File: src/rtl/float_recode_pkg.sv
// Shared constants and width/bias helpers for the IEEE-to-recoded float converter.
package float_recode_pkg;

    localparam int CLASS_W  = 4;
    localparam int CLS_ZERO = 0;
    localparam int CLS_SUB  = 1;
    localparam int CLS_INF  = 2;
    localparam int CLS_NAN  = 3;

    // Recoded format is one bit wider than IEEE: the exponent grows by one bit.
    function automatic int recoded_width(input int exp_w, input int sig_w);
        return exp_w + sig_w + 1;
    endfunction

    function automatic int recode_bias(input int exp_w);
        return (1 << (exp_w - 1)) + 1;
    endfunction

    function automatic int lz_width(input int width);
        return $clog2(width + 1);
    endfunction

endpackage

File: src/rtl/recoded_normalize.sv
// Leading-zero count of a fraction and the fraction shifted past its leading one.
module recoded_normalize
    import float_recode_pkg::*;
#(
    parameter  int WIDTH = 52,
    localparam int LZ_W  = lz_width(WIDTH)
) (
    input  logic [WIDTH-1:0] fract,
    output logic [LZ_W-1:0]  lz,
    output logic [WIDTH-1:0] norm
);

    // Ascending scan: the highest set bit is the last one to write lz.
    always_comb begin
        lz = LZ_W'(WIDTH);
        for (int i = 0; i < WIDTH; i++) begin
            if (fract[i]) begin
                lz = LZ_W'(WIDTH - 1 - i);
            end
        end
    end

    assign norm = (fract << lz) << 1;

endmodule

File: src/rtl/float_to_recoded_pipe.sv
// Two-stage valid/ready pipeline converting IEEE binary floats to recoded form.
module float_to_recoded_pipe
    import float_recode_pkg::*;
#(
    parameter int EXP_W = 11,
    parameter int SIG_W = 53,
    parameter int TAG_W = 4
) (
    input  logic                     clock,
    input  logic                     reset_n,
    input  logic                     in_valid,
    output logic                     in_ready,
    input  logic [EXP_W+SIG_W-1:0]   in_data,
    input  logic [TAG_W-1:0]         in_tag,
    output logic                     out_valid,
    input  logic                     out_ready,
    output logic [EXP_W+SIG_W:0]     out_data,
    output logic [CLASS_W-1:0]       out_class,
    output logic [TAG_W-1:0]         out_tag
);

    localparam int FRAC_W = SIG_W - 1;
    localparam int REXP_W = EXP_W + 1;
    localparam int OUT_W  = recoded_width(EXP_W, SIG_W);
    localparam int LZ_W   = lz_width(FRAC_W);
    localparam logic [REXP_W-1:0] BIAS    = REXP_W'(recode_bias(EXP_W));
    localparam logic [REXP_W-1:0] EXP_INF = REXP_W'(3) << (REXP_W - 2);
    localparam logic [REXP_W-1:0] EXP_NAN = EXP_INF | (REXP_W'(1) << (EXP_W - 2));

    logic                in_sign;
    logic [EXP_W-1:0]    in_exp;
    logic [FRAC_W-1:0]   in_fract;
    logic [CLASS_W-1:0]  in_class;
    logic [LZ_W-1:0]     in_lz;
    logic [FRAC_W-1:0]   in_norm;

    logic                s1_valid;
    logic                s2_valid;
    logic                advance_s2;
    logic                s1_sign;
    logic [EXP_W-1:0]    s1_exp;
    logic [FRAC_W-1:0]   s1_fract;
    logic [LZ_W-1:0]     s1_lz;
    logic [CLASS_W-1:0]  s1_class;
    logic [TAG_W-1:0]    s1_tag;

    logic [REXP_W-1:0]   rec_exp;
    logic [FRAC_W-1:0]   rec_fract;

    assign in_sign  = in_data[EXP_W+SIG_W-1];
    assign in_exp   = in_data[FRAC_W +: EXP_W];
    assign in_fract = in_data[FRAC_W-1:0];

    always_comb begin
        in_class           = '0;
        in_class[CLS_ZERO] = (in_exp == '0) && (in_fract == '0);
        in_class[CLS_SUB]  = (in_exp == '0) && (in_fract != '0);
        in_class[CLS_INF]  = (&in_exp) && (in_fract == '0);
        in_class[CLS_NAN]  = (&in_exp) && (in_fract != '0);
    end

    recoded_normalize #(
        .WIDTH (FRAC_W)
    ) u_normalize (
        .fract (in_fract),
        .lz    (in_lz),
        .norm  (in_norm)
    );

    // A stage may load whenever the stage after it is empty or draining this cycle.
    assign advance_s2 = ~s2_valid | out_ready;
    assign in_ready   = ~s1_valid | advance_s2;
    assign out_valid  = s2_valid;

    always_ff @(posedge clock or negedge reset_n) begin
        if (!reset_n) begin
            s1_valid <= 1'b0;
            s2_valid <= 1'b0;
        end else begin
            if (in_ready) begin
                s1_valid <= in_valid;
            end
            if (advance_s2) begin
                s2_valid <= s1_valid;
            end
        end
    end

    // Subnormal fractions are normalised before registering so S2 only selects.
    always_ff @(posedge clock) begin
        if (in_valid && in_ready) begin
            s1_sign  <= in_sign;
            s1_exp   <= in_exp;
            s1_fract <= in_class[CLS_SUB] ? in_norm : in_fract;
            s1_lz    <= in_lz;
            s1_class <= in_class;
            s1_tag   <= in_tag;
        end
    end

    always_comb begin
        rec_exp   = {1'b0, s1_exp} + BIAS;
        rec_fract = s1_fract;
        if (s1_class[CLS_ZERO]) begin
            rec_exp   = '0;
            rec_fract = '0;
        end else if (s1_class[CLS_SUB]) begin
            rec_exp = BIAS - REXP_W'(s1_lz);
        end else if (s1_class[CLS_INF]) begin
            rec_exp = EXP_INF;
        end else if (s1_class[CLS_NAN]) begin
            rec_exp = EXP_NAN;
        end
    end

    always_ff @(posedge clock or negedge reset_n) begin
        if (!reset_n) begin
            out_data  <= '0;
            out_class <= '0;
            out_tag   <= '0;
        end else if (advance_s2 && s1_valid) begin
            out_data  <= OUT_W'({s1_sign, rec_exp, rec_fract});
            out_class <= s1_class;
            out_tag   <= s1_tag;
        end
    end

endmodule

File: config.mk
export PLATFORM = sky130hd
export DESIGN_NAME = float_to_recoded_pipe
export DESIGN_NICKNAME = d
export VERILOG_FILES = /design/src/rtl/float_recode_pkg.sv /design/src/rtl/recoded_normalize.sv /design/src/rtl/float_to_recoded_pipe.sv
export SDC_FILE = /design/constraint.sdc
export NUM_CORES = 1
export LEC_CHECK = 0
export ABC_CLOCK_PERIOD_IN_PS = 3000
export BUFFER_PORTS_ARGS = -buffer_cell sky130_fd_sc_hd__buf_2
export CAP_MARGIN = 0
export CORE_MARGIN = 2
export CORE_UTILIZATION = 50
export CTS_CLUSTER_SIZE = 28
export DETAILED_ROUTE_END_ITERATION = 16
export HOLD_SLACK_MARGIN = 0.03
export PLACE_DENSITY_LB_ADDON = 0.12
export SLEW_MARGIN = 20
export SYNTH_ARGS = -nofsm -noshare
export SYNTH_HDL_FRONTEND = slang
export SYNTH_SLANG_ARGS = --single-unit
File: constraint.sdc
create_clock -name clock -period 3 [get_ports clock]
set_input_delay 0.6 -clock clock [delete_from_list [all_inputs] [get_ports clock]]
set_output_delay 0.6 -clock clock [all_outputs]
set_load 0.02 [all_outputs]
==> flow_summary_export.csv <==
group,metric,value,unit
synthesis,synth.area.top_cells,"edfxtp_1 23%, dfrtp_1 18%, mux2i_1 8.8%",
route,ant_nets,0,
critical_path,cp.depth,15,
grt,globalRoute.totalOverflow,0,
synthesis,synth_edf_count,78,
floorplan,die_area,21500,um2
outcome,status,"finished with violations",
sta,slew_violations,0,
floorplan,rows,52,
run,drv_cap,0,
clock_tree,clock-root-buffer,"clkbuf_16",
layout,final_cell_area,15000,um2
grt,grt_max_degree,76,
worst_hold_path,min_path_type,"input port to async pin",
floorplan,start_util,50.5,%
synthesis,yosys_register_bits,153,
sta,finalCritPeriodShare,108,%
route,drt_iter0_markers,1392,
grt,antenna_found_initial,0,
route,drt_pass1_iterations,9,
outcome,violations,"setup timing",
synthesis,yosysWarnings,0,
grt,grt_pass1_wl,65.8,mm
clock_tree,cts_htree_levels,4,
grt,grt_usage,41.2,%
critical_path,path_max_fanout,7,
critical_path,cp.required,3.22,ns
critical_path,crit_start,"in_data[25]",
clock_tree,clkLatencyLatePin,0.44,ns
route,via_per_inst,6.30,
synthesis,synth_nets,1197,
critical_path,end_kind,"flip-flop",
sta,fin_crit,3.24,ns
placed_design,place_area,13100,um2
sta,final_hold_viol_count,0,
layout,stdcell_count,1797,
layout,layout.nets,1589,
power_and_ir_drop,p_leak,6.51,nW
synthesis,ys_types,74,
critical_path,critPathMaxStageDelay,0.40,ns
power_and_ir_drop,peakVddDrop,0.341,mV
critical_path,cp.arrival,3.47,ns
sta,worst_slack,-0.244,ns
sta,relSlewSlack,38.4,%
synthesis,syn_area,10200,um2
layout,syn2layout_area_growth,47.9,%
critical_path,r2r_cells,8,
floorplan,io-pin-count,147,
layout,drive_gt1_share,44.1,%
route,wl_per_cell,25.2,um
synthesis,yosys.cell_count.top_type,"nand2_1",
sta,tns,-4.48,ns
sta,setup_violations,41,
synthesis,synth_top_cell_by_area,"edfxtp_1",
route,wl,45.2,mm
placed_design,dp_slack,-0.977,ns
synthesis,synthFlopType,"edfxtp_1",
clock_tree,cts_made_buffers,17,
route,drc,0,
power_and_ir_drop,powerDensity,452,nW/um2
layout,antenna_cells,0,
synthesis,yosys-top-cells-count,"167 x nand2_1, 102 x o21ai_0, 89 x mux2i_1, 78 x edfxtp_1, 75 x dfrtp_1",
clock_tree,cts_tree,"yes",
sta,skew,0.0217,ns
clock_tree,cts_buffer_depth,2,
sta,grt_setup_unrepaired,"yes",
synthesis,ys_seq_area_share,41.5,%
critical_path,cp_top_family,"simple AND/OR/NAND/NOR gates",
synthesis,synth_cells,1122,
sta,fmax,308,MHz
synthesis,async_reset_ff_share,49.0,%
placed_design,place_inst,1725,
synthesis,synth_area_per_cell,9.06,um2
sta,worst_pin_slew,0.925,ns
placed_design,place_hpwl,34.4,mm
power_and_ir_drop,totalPowerFinal,6.79,mW
floorplan,die_w,147,um
placed_design,portBuffers,146,
critical_path,path_class,"input port to flip-flop",
critical_path,crit_end,"s1_fract[49]",
floorplan,coreArea,20100,um2
synthesis,yosysTopAreaCellShare,23.1,%
grt,grt_pass1_vias,10635,
critical_path,r2r-start,"s1_exp[3]",
critical_path,rrSetupSlack,1.12,ns
layout,utilization,74.8,%
critical_path,cp.buffers_inverters,5,
critical_path,slowest_stage,"o211ai_1",
clock_tree,clock-sinks,153,
critical_path,start_kind,"input port",
placed_design,gp_congestion,1.09,
clock_tree,cts.reportedPaths.clkPinSlew,0.07,ns
sta,hold-worst-slack,0.288,ns
floorplan,die_h,147,um
critical_path,crit_path_cell_trace,"buf_2, buf_4, nor4_4, nand2_1, a31oi_2, and3b_2, nor2_4, buf_4, buf_8, buf_6, a21oi_1, and2_1, o211ai_1, nand4_1, o211ai_1",
clock_tree,ctsHoldBuffers,0,
route,vias,11315,
critical_path,r2r_end,"out_data[62]",
==> power breakdown <==
part,leakage [nW],internal (mW),switching (mW)
sequential,1.71,2.44,0.121
clock,0.286,1.12,1.03
combinational,4.52,0.871,1.20
==> cell families after synthesis <==
kind of cell / Yosys count / share of synthesized area (%)
and+or+nand+nor: 419 / 19.9
AOI/OAI and AO/OA: 314 / 20.4
DFF: 153 / 41.5
muxes: 120 / 12.4
buffers and inverters: 102 / 4.45
xor gates and xnor gates: 11 / 0.948
adders and majority gates: 3 / 0.369
==> layer usage <==
metal  share of wire, %  vias up  track usage (%)
met3                 10      171             6.38
met1                 39     5416             57.6
met5                  0        -                0
met2                 45      779             64.0
met4                5.7        0             17.5
li1                   -     4949                -
==> how the worst min path moves through the flow <==
stage	startpoint	end	cells past startpoint
after floorplan	reset_n	out_class[0]	0
after global placement	out_data[11]	out_data[11]	2
after detailed placement	out_data[9]	out_data[9]	2
after CTS	reset_n	out_tag[0]	1
after global routing	in_tag[2]	s1_tag[2]	1
final	reset_n	out_tag[0]	1
==> state kept, by name (all words and copies together) (netlist names), 4 cells and up <==
name and cells:
out_class 4, out_data 65, out_tag 4, s1_class 4
s1_exp 11, s1_fract 52, s1_lz 6, s1_tag 4
==> area by class of cell <==
class / instances / area (um2)
Multi-Input combinational cell: 867 / 6400
Sequential cell: 153 / 4220
Clock inverter: 15 / 174
Timing Repair Buffer: 455 / 3400
Inverter: 20 / 80.1
Fill cell: 1469 / 5070
Clock buffer: 17 / 425
Tap cell: 270 / 338
==> repair_timing <==
action | CTS | global route
resized for setup | 106 | 119
cloned | 3 | 2
pin swaps | 20 | 37
setup buffers | 25 | 13
endpoints found under the setup margin | 47 | 46
==> cell usage in the layout, fill, tap and decap left out, types with 15 or more instances in the layout <==
cell / n
buf_4: 275
nand2_1: 161
buf_2: 141
o21ai_0: 86
edfxtp_1: 78
dfrtp_1: 75
nor2_1: 61
nand2b_1: 59
mux2i_1: 46
a21oi_1: 39
mux2i_2: 26
nor3_1: 22
mux2_2: 22
nand3_1: 20
clkbuf_16: 18
buf_6: 18
mux2i_4: 17
a21oi_2: 15
Note: power is estimated with default switching activity, not from simulation.
